File: src/rtl/johnson_phase_monitor_if.sv
// rtl/johnson_phase_monitor_if.sv - Johnson code input and decoded phase/status bundle
interface johnson_phase_monitor_if #(
    parameter int N     = 4,
    parameter int REV_W = 8
);
    localparam int IDX_W = $clog2(2 * N);

    logic [N-1:0]     q_in;
    logic             clr_err;
    logic [2*N-1:0]   phase_onehot;
    logic [IDX_W-1:0] phase_idx;
    logic             valid;
    logic             locked;
    logic             rev_pulse;
    logic [REV_W-1:0] rev_count;
    logic             step_err;
    logic             code_err;

    modport master (
        output q_in, clr_err,
        input  phase_onehot, phase_idx, valid, locked, rev_pulse, rev_count, step_err, code_err
    );

    modport slave (
        input  q_in, clr_err,
        output phase_onehot, phase_idx, valid, locked, rev_pulse, rev_count, step_err, code_err
    );
endinterface

File: src/rtl/johnson_phase_monitor.sv
// rtl/johnson_phase_monitor.sv - Johnson code decoder with lock, revolution count and step checking
// Optional feature macro: JOHNSON_PHASE_MONITOR_HOLD_ALLOW_EN (repeated code treated as a legal stall)
module johnson_phase_monitor #(
    parameter int N        = 4,
    parameter int REV_W    = 8,
    parameter int LOCK_CNT = 2
) (
    input  logic                    clk,
    input  logic                    reset,
    johnson_phase_monitor_if.slave  bus
);
    localparam int IDX_W = $clog2(2 * N);
    localparam int LC_W  = $clog2(2 * N + 1);

    localparam logic [1:0] ST_ACQUIRE = 2'd0;
    localparam logic [1:0] ST_LOCKED  = 2'd1;
    localparam logic [1:0] ST_FAULT   = 2'd2;

    // Bit b of the phase-k code: a run of ones filling from the LSB, then draining from the LSB.
    function automatic logic [N-1:0] code_of(input int k);
        logic [N-1:0] c;
        for (int b = 0; b < N; b++) begin
            c[b] = (k <= N) ? (b < k) : (b >= k - N);
        end
        return c;
    endfunction

    logic [N-1:0]     q_r_q;
    logic [N-1:0]     prev_q;
    logic             loaded_q;
    logic             have_prev_q;
    logic [1:0]       state_q, state_d;
    logic [LC_W-1:0]  lc_q, lc_d;
    logic [2*N-1:0]   onehot_q;
    logic [IDX_W-1:0] idx_q;
    logic             valid_q;
    logic             locked_q;
    logic             rev_pulse_q, rev_pulse_d;
    logic [REV_W-1:0] rev_count_q, rev_count_d;
    logic             step_err_q, step_err_d;
    logic             code_err_q, code_err_d;

    logic             dec_legal;
    logic [IDX_W-1:0] dec_idx;
    logic [2*N-1:0]   dec_onehot;

    always_comb begin
        dec_legal  = 1'b0;
        dec_idx    = '0;
        dec_onehot = '0;
        for (int k = 0; k < 2 * N; k++) begin
            if (q_r_q == code_of(k)) begin
                dec_legal     = 1'b1;
                dec_idx       = k[IDX_W-1:0];
                dec_onehot[k] = 1'b1;
            end
        end
    end

    logic [N-1:0] succ_code;
    logic         step_valid;
    logic         is_succ;
    logic         is_bad;
    logic         succ_step;
    logic         bad_step;
    logic         wrap_step;

    // The Johnson shift maps the legal set onto itself, so a legal current code
    // equal to the shifted predecessor is a legal successor step.
    assign succ_code  = {prev_q[N-2:0], ~prev_q[N-1]};
    assign step_valid = loaded_q && have_prev_q;
    assign is_succ    = dec_legal && (q_r_q == succ_code);
`ifdef JOHNSON_PHASE_MONITOR_HOLD_ALLOW_EN
    assign is_bad     = !is_succ && !(dec_legal && (q_r_q == prev_q));
`else
    assign is_bad     = !is_succ;
`endif
    assign succ_step  = step_valid && is_succ;
    assign bad_step   = step_valid && is_bad;
    assign wrap_step  = succ_step && (dec_idx == '0);

    always_comb begin
        state_d     = state_q;
        lc_d        = lc_q;
        step_err_d  = 1'b0;
        code_err_d  = code_err_q;
        rev_pulse_d = 1'b0;
        rev_count_d = rev_count_q;
        case (state_q)
            ST_ACQUIRE: begin
                if (succ_step) begin
                    lc_d = lc_q + LC_W'(1);
                    if (lc_q + LC_W'(1) >= LC_W'(LOCK_CNT)) begin
                        state_d = ST_LOCKED;
                    end
                end else if (bad_step) begin
                    lc_d = '0;
                end
            end
            ST_LOCKED: begin
                if (bad_step) begin
                    step_err_d = 1'b1;
                    code_err_d = 1'b1;
                    lc_d       = '0;
                    state_d    = ST_FAULT;
                end else if (wrap_step) begin
                    rev_pulse_d = 1'b1;
                    rev_count_d = rev_count_q + REV_W'(1);
                end
            end
            ST_FAULT: begin
                // A fresh error in the same cycle as clr_err keeps the fault latched.
                if (bad_step) begin
                    code_err_d = 1'b1;
                end else if (bus.clr_err) begin
                    code_err_d = 1'b0;
                    lc_d       = '0;
                    state_d    = ST_ACQUIRE;
                end
            end
            default: begin
                state_d = ST_ACQUIRE;
                lc_d    = '0;
            end
        endcase
    end

    always_ff @(posedge clk or posedge reset) begin
        if (reset) begin
            q_r_q       <= '0;
            prev_q      <= '0;
            loaded_q    <= 1'b0;
            have_prev_q <= 1'b0;
            state_q     <= ST_ACQUIRE;
            lc_q        <= '0;
            onehot_q    <= '0;
            idx_q       <= '0;
            valid_q     <= 1'b0;
            locked_q    <= 1'b0;
            rev_pulse_q <= 1'b0;
            rev_count_q <= '0;
            step_err_q  <= 1'b0;
            code_err_q  <= 1'b0;
        end else begin
            q_r_q       <= bus.q_in;
            loaded_q    <= 1'b1;
            state_q     <= state_d;
            lc_q        <= lc_d;
            locked_q    <= (state_d == ST_LOCKED);
            rev_pulse_q <= rev_pulse_d;
            rev_count_q <= rev_count_d;
            step_err_q  <= step_err_d;
            code_err_q  <= code_err_d;
            if (loaded_q) begin
                prev_q      <= q_r_q;
                have_prev_q <= 1'b1;
                valid_q     <= dec_legal;
                onehot_q    <= dec_onehot;
                if (dec_legal) begin
                    idx_q <= dec_idx;
                end
            end
        end
    end

    assign bus.phase_onehot = onehot_q;
    assign bus.phase_idx    = idx_q;
    assign bus.valid        = valid_q;
    assign bus.locked       = locked_q;
    assign bus.rev_pulse    = rev_pulse_q;
    assign bus.rev_count    = rev_count_q;
    assign bus.step_err     = step_err_q;
    assign bus.code_err     = code_err_q;
endmodule
File: src/flat_wrapper.sv
// flat-port wrapper written by rule: the top's interface ports become plain ports
module johnson_phase_monitor_flat 
#(
    parameter int N        = 4,
    parameter int REV_W    = 8,
    parameter int LOCK_CNT = 2
)
  (clk, reset, bus_q_in, bus_clr_err, bus_phase_onehot, bus_phase_idx, bus_valid, bus_locked, bus_rev_pulse, bus_rev_count, bus_step_err, bus_code_err);
  johnson_phase_monitor_if #(.N(N), .REV_W(REV_W)) bus_i ();
  input  logic clk;
  input  logic reset;
  input wire logic [$bits(bus_i.q_in)-1:0] bus_q_in;
  input wire logic [$bits(bus_i.clr_err)-1:0] bus_clr_err;
  output wire logic [$bits(bus_i.phase_onehot)-1:0] bus_phase_onehot;
  output wire logic [$bits(bus_i.phase_idx)-1:0] bus_phase_idx;
  output wire logic [$bits(bus_i.valid)-1:0] bus_valid;
  output wire logic [$bits(bus_i.locked)-1:0] bus_locked;
  output wire logic [$bits(bus_i.rev_pulse)-1:0] bus_rev_pulse;
  output wire logic [$bits(bus_i.rev_count)-1:0] bus_rev_count;
  output wire logic [$bits(bus_i.step_err)-1:0] bus_step_err;
  output wire logic [$bits(bus_i.code_err)-1:0] bus_code_err;
  assign bus_i.q_in = bus_q_in;
  assign bus_i.clr_err = bus_clr_err;
  assign bus_phase_onehot = bus_i.phase_onehot;
  assign bus_phase_idx = bus_i.phase_idx;
  assign bus_valid = bus_i.valid;
  assign bus_locked = bus_i.locked;
  assign bus_rev_pulse = bus_i.rev_pulse;
  assign bus_rev_count = bus_i.rev_count;
  assign bus_step_err = bus_i.step_err;
  assign bus_code_err = bus_i.code_err;
  johnson_phase_monitor #(.N(N), .REV_W(REV_W), .LOCK_CNT(LOCK_CNT)) u_core (.clk(clk), .reset(reset), .bus(bus_i));
endmodule
File: config.mk
export PLATFORM = sky130hd
export DESIGN_NAME = johnson_phase_monitor_flat
export DESIGN_NICKNAME = d
export VERILOG_FILES = /design/src/rtl/johnson_phase_monitor_if.sv /design/src/rtl/johnson_phase_monitor.sv /design/src/flat_wrapper.sv
export SDC_FILE = /design/constraint.sdc
export NUM_CORES = 1
export LEC_CHECK = 0
export CORE_ASPECT_RATIO = 1.2
export CORE_MARGIN = 8
export CORE_UTILIZATION = 45
export CTS_CLUSTER_SIZE = 12
export DETAILED_ROUTE_END_ITERATION = 7
export PLACE_DENSITY = 0.69
export SYNTH_ARGS = -nofsm -noshare
export SYNTH_HDL_FRONTEND = slang
export SYNTH_SLANG_ARGS = --single-unit
File: constraint.sdc
create_clock -name clk -period 2.5 [get_ports clk]
set_clock_uncertainty 0.15 [all_clocks]
set_input_delay 0.25 -clock clk [delete_from_list [all_inputs] [get_ports clk]]
set_output_delay 0.25 -clock clk [all_outputs]
set_load 0.05 [all_outputs]
# After elaboration in Yosys (flattened, before gate mapping)
# Index checks and enable logic that the tools add are counted.
[classes]
add_sub_neg = 2
magnitude_cmp = 1
n_eq_ne = 15
muxes = 42
n_bitwise = 2
n_reduce_logical = 14
[ops]
columns = ["cell", "count"]
rows = [
  ["$mux 1", 24],
  ["$eq 4x4->1 const B", 4],
  ["$mux 4", 4],
  ["$mux 2", 7],
  ["$mux 3", 4],
  ["$pmux 4 s3", 1],
  ["$add 8x1->8 const B", 1],
  ["$pmux 2 s3", 1],
  ["$reduce_and 3->1", 2],
  ["$logic_and 1x1->1", 5],
  ["$add 4x1->4 const B", 1],
  ["$eq 2x1->1 const B", 2],
  ["$eq 4x1->1 const B", 1],
  ["$eq 4x2->1 const B", 1],
  ["$eq 4x3->1 const B", 1],
  ["$eq 4x4->1", 1],
  ["$ge 4x2->1 const B", 1],
  ["$logic_not 4->1", 1],
  ["$ne 2x2->1 const B", 2],
  ["$reduce_and 2->1", 2],
  ["$logic_not 3->1", 1],
  ["$ne 3x2->1 const B", 1],
  ["$eq 2x2->1 const B", 1],
  ["$logic_not 2->1", 1],
  ["5 further kinds", 6],
]
[totals]
register_bits = 40
out_inout_bits = 24

# Longest topological paths before layout
# Gate-level depths: netlist (run 1).
[depth]
depth_word = 15
ltp_mapped = 7
ltp_nobuf = 5

# Worst setup path after synthesis (run 1)
# OpenSTA, ideal clock, no wires.
[synth_path]
path_type = "reg-to-reg"
from = "register u_core.q_r_q[3]"
to = "register u_core.lc_q[2]"
setup_time_ns = 0.099
t_arrival_ns = 1.841
t_required_ns = 2.251
setup_slack_ns = 0.410
stages_incl_launch_ff = 8
path_cell_list = "dfrtp_1 > buf_6 > xor2_1 > nor4_4 > nand3_2 > or4_1 > buf_2 > o311ai_4"
[synth_via]
elab_chain_cells = 15
word_cells_on_any_way = 26
cone_classes = "eq/ne: 9; mux: 11; reduce/logical: 6"
[synth_lines]
columns = ["item", "line_no", "source"]
rows = [
  ["from (decl)", "johnson_phase_monitor.sv:28", "logic [N-1:0] q_r_q;"],
  ["from (signal assigned)", "johnson_phase_monitor.sv:145", "q_r_q <= bus.q_in;"],
  ["$logic_not 4->1", "johnson_phase_monitor.sv:52", "if (q_r_q == code_of(k)) begin"],
  ["$mux 1 (8 in a row)", "johnson_phase_monitor.sv:52", ""],
  ["$logic_and 1x1->1 *", "johnson_phase_monitor.sv:72", "assign is_succ = dec_legal && (q_r_q == succ_code);"],
  ["$logic_not 1->1", "johnson_phase_monitor.sv:76", "assign is_bad = !is_succ;"],
  ["$logic_and 1x1->1", "johnson_phase_monitor.sv:79", "assign bad_step = step_valid && is_bad;"],
  ["$mux 4", "n/a", ""],
  ["$mux 4", "johnson_phase_monitor.sv:91", "if (succ_step) begin"],
  ["$pmux 4 s3", "johnson_phase_monitor.sv:89", "case (state_q)"],
  ["to (signal assigned)", "johnson_phase_monitor.sv:148", "lc_q <= lc_d;"],
  ["to (decl)", "johnson_phase_monitor.sv:33", "logic [LC_W-1:0] lc_q, lc_d;"],
]
# Mark *: on every way between the ends. The rest lies on a longest branch, timed or not.
# A chain may end at the register's enable or synchronous reset.

# Final worst setup path (run 1)
[layout_path]
from = "register u_core.q_r_q[2]"
to = "register u_core.rev_count_q[1] (netlist: u_core.bus.rev_count[1])"
[layout_via]
elab_chain_cells = 14
word_cells_on_any_way = 32
cone_classes = "eq/ne: 8; mux: 15; bitwise: 1; reduce/logical: 8"
[layout_lines]
columns = ["item", "line_no", "source"]
rows = [
  ["$logic_not 4->1", "johnson_phase_monitor.sv:52", ""],
  ["$mux 1 (8 in a row)", "johnson_phase_monitor.sv:52", ""],
  ["$logic_and 1x1->1", "johnson_phase_monitor.sv:72", ""],
  ["$logic_not 1->1", "johnson_phase_monitor.sv:76", ""],
  ["$logic_and 1x1->1", "johnson_phase_monitor.sv:79", ""],
  ["$not 1->1 (no source line)", "n/a", ""],
  ["$reduce_and 3->1 (no source line) *", "n/a", ""],
  ["to (signal assigned)", "johnson_phase_monitor.sv:151", "rev_count_q <= rev_count_d;"],
  ["to (decl)", "johnson_phase_monitor.sv:39", "logic [REV_W-1:0] rev_count_q, rev_count_d;"],
]
# Marks and branches as above.

==> flow_summary.json, run 1 <==
{
  "syn_inst": 179,
  "ys_seq_elements": 40,
  "grt_setup_unrepaired": "no",
  "die_area_um2": 6610,
  "io_pins": 31,
  "postCtsHoldBufs": 0,
  "n_antenna_cell": 0,
  "period_needed_ns": 2.30,
  "dr.pass1.iters": 4,
  "grt_pass1_wl_um": 6270,
  "crit_type": "reg -> reg",
  "cts.sinks": 40,
  "setup_viol": 0,
  "cts_setup_buffers": 0,
  "drc": 0,
  "yosysWarningCount": 0,
  "cts_tree": "done",
  "initial_core_util_pct": 46.0,
  "grt_max_degree": 41,
  "die_h_um": 87.5,
  "drive_gt1_share_pct": 12.1,
  "fin_util_pct": 57.4,
  "first_global_vias": 1383,
  "place.gp.congestion": 0.798,
  "drv_cap": 0,
  "synth_nets": 189,
  "status": "finished clean",
  "relSlewSlack_pct": 65.3,
  "critPathMaxFanout": 10,
  "clk_latency_ns": 0.28,
  "ys_async_sr_fraction_pct": 100,
  "ir_worst_vdd_mv": 0.402,
  "arrival_ns": 2.33,
  "drt-initial-drc-count": 98,
  "cp-end-kind": "flop",
  "post-dp-hpwl_um": 2720,
  "stdcell_count": 270,
  "wl_per_cell_um": 13.6,
  "final_nets": 223,
  "num_rows": 26,
  "fin_tns_setup_ns": 0,
  "fmax_ghz": 0.434,
  "grt_usage_pct": 12.3,
  "required_ns": 2.52,
  "clk_pin_slew_ns": 0.07,
  "core_um2": 4160,
  "period_share_pct": 92.1,
  "synthesis.area_um2": 1910,
  "vias": 1386,
  "ys_seq_area_share_pct": 52.3,
  "totalWireLength_um": 3680,
  "antenna_found_initial": 0,
  "ys_types": 38,
  "avgSynthCellArea_um2": 10.7,
  "hold_violations": 0,
  "startpoint_type": "flop",
  "post_cts_resized": 0,
  "root_buffer": "clkbuf_8",
  "viasPerCell": 5.13,
  "slew_viol_final": 0,
  "place_inst": 262,
  "synth_edf_count": 0,
  "tightestPinTransition_ns": 0.519,
  "timing.hold.ws_ns": 0.227,
  "cts_buffer_depth": 2,
  "pwr_density_cell_nw_per_um2": 591,
  "ys.flop_type": "dfrtp_1",
  "cts_buffers": 5,
  "io_buffers": 30,
  "syn_to_final_growth_pct": 24.9,
  "htreeDepth": 2,
  "die_w_um": 75.5,
  "ant_nets": 0,
  "min_path_type": "in -> async",
  "p_leak_nw": 1.03,
  "globalRouteOverflowTotal": 0
}
[layout make-up]
cell class / instances / area [µm²]
clock buffers: 6 / 72.6
clock inverters: 2 / 35.0
fillers: 390 / 1770
inverters: 15 / 56.3
multi-input cells: 114 / 803
flip-flops and latches: 40 / 1000
well taps: 56 / 70.1
repair buffers: 37 / 353
[metrics by stage]
step | worst slack, ns | total power, mW | area, µm²
2_1_floorplan | 0.410 | 0.858 | 1910
5_1_grt | 0.0345 | 1.48 | 2390
6_report | 0.198 | 1.41 | 2390
3_5_place_dp | 0.250 | 0.928 | 2280
3_3_place_gp | 0.319 | 0.922 | 2280
4_1_cts | 0.216 | 1.43 | 2390
[metal layers]
layer | routed length, µm | vias to the layer above | global-route usage [%]
li1 | - | 686 | -
met1 | 1490 | 665 | 12.9
met2 | 1840 | 29 | 21.1
met3 | 289 | 6 | 5.30
met4 | 50 | 0 | 4.20
met5 | 0 | - | 0
[state kept, by name, summed over array words and instances (netlist names)]
register	cells
u_core.bus.code_err	1
u_core.bus.locked	1
u_core.bus.phase_idx	3
u_core.bus.phase_onehot	8
u_core.bus.rev_count	8
u_core.bus.rev_pulse	1
u_core.bus.step_err	1
u_core.bus.valid	1
u_core.have_prev_q	1
u_core.lc_q	4
u_core.loaded_q	1
u_core.prev_q	4
u_core.q_r_q	4
u_core.state_q	2
[where the power goes]
| part | internal, mW | switching (mW) |
|---|---|---|
| clock network | 0.296 | 0.204 |
| registers | 0.675 | 0.0201 |
| logic | 0.0814 | 0.135 |
| total | 1.05 | 0.360 |
[synthesized netlist by cell type (2+ instances only)]
cell | instances | area share (%)
a21oi_1 | 5 | 1.3
o21ai_0 | 11 | 2.9
dfrtp_1 | 40 | 52
nand4b_1 | 5 | 2.3
nor3_1 | 4 | 1.0
xor2_1 | 10 | 4.6
inv_1 | 15 | 2.9
and2_0 | 2 | 0.65
nor2b_1 | 2 | 0.65
mux2i_1 | 2 | 1.0
ha_1 | 3 | 2.0
xnor2_1 | 4 | 1.8
mux2_2 | 8 | 4.7
o22ai_1 | 6 | 2.0
nand2_1 | 9 | 1.8
buf_6 | 2 | 1.2
nand2b_1 | 5 | 1.6
nor4_1 | 3 | 0.98
clkbuf_1 | 7 | 1.4
nor2_1 | 8 | 1.6
a31oi_1 | 2 | 0.65
nand4_1 | 2 | 0.65
nand3_1 | 9 | 2.4
[path summary, 6_finish.rpt]
kind / start / to / slack, ns / cells past startpoint
min in group clk: bus_q_in[3] / u_core.q_r_q[3]$_DFF_PP0_ / 0.25 / 1
worst max register to register: u_core.q_r_q[2]$_DFF_PP0_ / u_core.bus.rev_count[1]$_DFFE_PP0P_ / 0.20 / 5
worst min-delay path: reset / u_core.lc_q[0]$_DFFE_PP0P_ / 0.23 / 3
max in group asynchronous: reset / u_core.bus.valid$_DFFE_PP0P_ / 1.64 / 3
worst min register to register: u_core.bus.rev_count[7]$_DFFE_PP0P_ / u_core.bus.rev_count[7]$_DFFE_PP0P_ / 0.32 / 1
worst max-delay path: u_core.q_r_q[2]$_DFF_PP0_ / u_core.bus.rev_count[1]$_DFFE_PP0P_ / 0.20 / 5
[kinds of logic after synthesis]
| logic type | after synthesis | synth area share (%) |
|---|---|---|
| compound gates | 29 | 9.87 |
| xor+xnor | 14 | 6.40 |
| fa+ha+maj | 3 | 1.96 |
| buf+inv | 25 | 5.75 |
| flops | 40 | 52.3 |
| mux | 10 | 5.75 |
| other cells | 1 | 0.196 |
| simple gates | 57 | 17.8 |
[cell usage in the layout, fill, tap and decap left out, types with 2 or more instances in the layout]
cell type / count
a21oi_1: 5
a31oi_1: 2
and2_0: 2
buf_4: 7
clkbuf_8: 5
clkdlybuf4s50_1: 30
dfrtp_1: 40
ha_1: 3
inv_1: 15
mux2_2: 8
mux2i_1: 2
nand2_1: 9
nand2b_1: 5
nand3_1: 9
nand4_1: 2
nand4b_1: 5
nor2_1: 8
nor2b_1: 2
nor3_1: 4
nor4_1: 3
o21ai_0: 11
o22ai_1: 6
xnor2_1: 4
xor2_1: 10
[worst max-delay path, stage by stage, from the launching register on]
cell      delay (ns)
dfrtp_1         0.49
and2_0          0.32
or3_1           0.23
nand4b_1        0.30
nor2_1          0.33
mux2_2          0.37
Power figures use the tool's default switching activity.
==> run 2: changes to the inputs <==
--- a/config.mk
+++ b/config.mk
@@ -11,6 +11,7 @@
 export CTS_CLUSTER_SIZE = 12
 export DETAILED_ROUTE_END_ITERATION = 7
 export PLACE_DENSITY = 0.69
+export REMOVE_ABC_BUFFERS = 1
 export SYNTH_ARGS = -nofsm -noshare
 export SYNTH_HDL_FRONTEND = slang
 export SYNTH_SLANG_ARGS = --single-unit
==> run 2 against run 1 <==
Power is 7.1% lower. Global-route usage up 0.33 points. Sequential power about the same. Via count is 0.29% higher. Cell count down 0.74%. Sequential share of layout area is 0.62 points higher. Clock power fell by 20%. Hold slack got worse by 0.011 ns. Register-to-register slack hardly changed. Critical endpoint is now u_core.lc_q[2]$_DFFE_PP0P_. Largest power group unchanged.
==> flow_summary.json, run 2 (synthesis gave the netlist of run 1 again) <==
{
  "layout_common_cells": "dfrtp_1, clkdlybuf4s50_1, inv_1",
  "cts_buffer_depth": 2,
  "min_path_type": "in -> async",
  "die_w_um": 75.5,
  "ir_worst_vdd_mv": 0.384,
  "top_usage_layer": "met2",
  "grt_pass1_wl_um": 6420,
  "vias": 1390,
  "cts_setup_buffers": 0,
  "relSlewSlack_pct": 65.6,
  "fin_util_pct": 56.6,
  "die_area_um2": 6610,
  "cp-end-kind": "flop",
  "period_needed_ns": 2.30,
  "grt_max_degree": 41,
  "finalWorstSetupSlack_ns": 0.201,
  "fillerInstances": 405,
  "gr-usage-met1_pct": 13.7,
  "critPathMaxFanout": 12,
  "totalWireLength_um": 3750,
  "required_ns": 2.55,
  "drt-initial-drc-count": 58,
  "cts_buffers": 5,
  "place_ws_ns": 0.193,
  "fin_area_um2": 2360,
  "p_leak_nw": 1.01,
  "first_global_vias": 1434,
  "die_h_um": 87.5,
  "io_buffers": 30,
  "cts.sinks": 40,
  "antenna_found_initial": 0,
  "wl_per_cell_um": 14.0,
  "crit_type": "reg -> reg",
  "met2_usage_pct": 21.3,
  "tightestPinTransition_ns": 0.515,
  "htreeDepth": 2,
  "viasPerCell": 5.19,
  "initial_core_util_pct": 46.0,
  "drv_cap": 0,
  "core_um2": 4160,
  "pwr_density_cell_nw_per_um2": 557,
  "slew_viol_final": 0,
  "worst-r2r-cell-count": 5,
  "place.gp.congestion": 0.843,
  "syn_to_final_growth_pct": 23.1,
  "grt_usage_pct": 12.6,
  "r2r_end": "u_core.lc_q[2]$_DFFE_PP0P_",
  "status": "finished clean",
  "cts_tree": "done",
  "globalRouteOverflowTotal": 0,
  "grt_setup_unrepaired": "no",
  "fmax_ghz": 0.435,
  "r2r-start": "u_core.q_r_q[1]$_DFF_PP0_",
  "layout.cells.most_common": "dfrtp_1",
  "dr.pass1.iters": 4,
  "n_antenna_cell": 0,
  "final_nets": 222,
  "root_buffer": "clkbuf_8",
  "clk_latency_ns": 0.29,
  "setup_viol": 0,
  "io_pins": 31,
  "drc": 0,
  "period_share_pct": 92.0,
  "startpoint_type": "flop",
  "grt.met3_usage_pct": 4.49,
  "num_rows": 26,
  "post-dp-hpwl_um": 2790,
  "drive_gt1_share_pct": 11.8,
  "place_area_um2": 2280,
  "clk_pin_slew_ns": 0.07,
  "arrival_ns": 2.35,
  "fin_tns_setup_ns": 0,
  "ant_nets": 0,
  "r2r_slack_ns": 0.20,
  "startpoint": "u_core.q_r_q[1]$_DFF_PP0_",
  "hold_violations": 0
}
==> run 2: cell type report <==
class / count / area (µm²) / area share (%)
Inverter: 15 / 56.3 / 2.39
Multi-Input combinational cell: 114 / 806 / 34.2
Tap cell: 56 / 70.1 / 2.97
Clock buffer: 6 / 72.6 / 3.08
Sequential cell: 40 / 1000 / 42.5
Clock inverter: 1 / 5.00 / 0.212
Timing Repair Buffer: 36 / 345 / 14.7
==> run 2: power breakdown <==
group	total (mW)	internal, mW	switching [mW]
logic	0.216	0.0805	0.135
clock network	0.398	0.189	0.209
registers	0.698	0.675	0.0229
total	1.31	0.945	0.367
==> run 2: worst max-delay path: stages (launching register included) <==
cell and delay [ns]:
dfrtp_1 0.49, xor2_1 0.21, nor4_4 0.34, nand3_2 0.14, or4_1 0.63, o311ai_4 0.25
==> run 2: worst max path at each step <==
stage	end	slack [ns]	cells past startpoint
after floorplan	u_core.lc_q[2]$_DFFE_PP0P_	0.34	5
after global placement	u_core.lc_q[2]$_DFFE_PP0P_	0.26	5
after detailed placement	u_core.lc_q[2]$_DFFE_PP0P_	0.19	5
after CTS	u_core.lc_q[2]$_DFFE_PP0P_	0.18	5
after global routing	u_core.lc_q[2]$_DFFE_PP0P_	0.02	5
final	u_core.lc_q[2]$_DFFE_PP0P_	0.20	5
==> run 2: what timing repair did <==
action / 4_1_cts / 5_1_grt
endpoints found under the setup margin: 0 / 1
hold buffers: 0 / 0
resized for setup: 0 / 1
==> run 2: routing by layer <==
layer  wire length [µm]  vias up
met2               1890       23
met5                  0        -
met4                 71        0
met3                200        7
met1               1590      675
li1                   -      685
==> run 2: through the flow <==
| step | instances | power (mW) | hold slack, ns |
|---|---|---|---|
| CTS | 268 | 1.32 | 0.238 |
| floorplan | 169 | 0.851 | 0.131 |
| global route | 268 | 1.36 | 0.243 |
| detailed placement | 261 | 0.928 | 0.319 |
| finish | 268 | 1.31 | 0.216 |
| global placement | 261 | 0.921 | 0.313 |
==> run 3: changes to the inputs <==
==> constraint.sdc (replaced) <==
create_clock -name clk -period 2.5 [get_ports clk]
set_clock_uncertainty 0.15 [all_clocks]
set_input_delay 0.25 -clock clk [delete_from_list [all_inputs] [get_ports clk]]
set_output_delay 0.25 -clock clk [all_outputs]
set_load 0.005 [all_outputs]
==> results of run 3 <==
The final DEF is identical to that of run 2. Status: finished clean.
Among the figures that moved: total power 1.31 mW -> 1.25 mW; worst IR drop on VDD 0.384 mV -> 0.382 mV
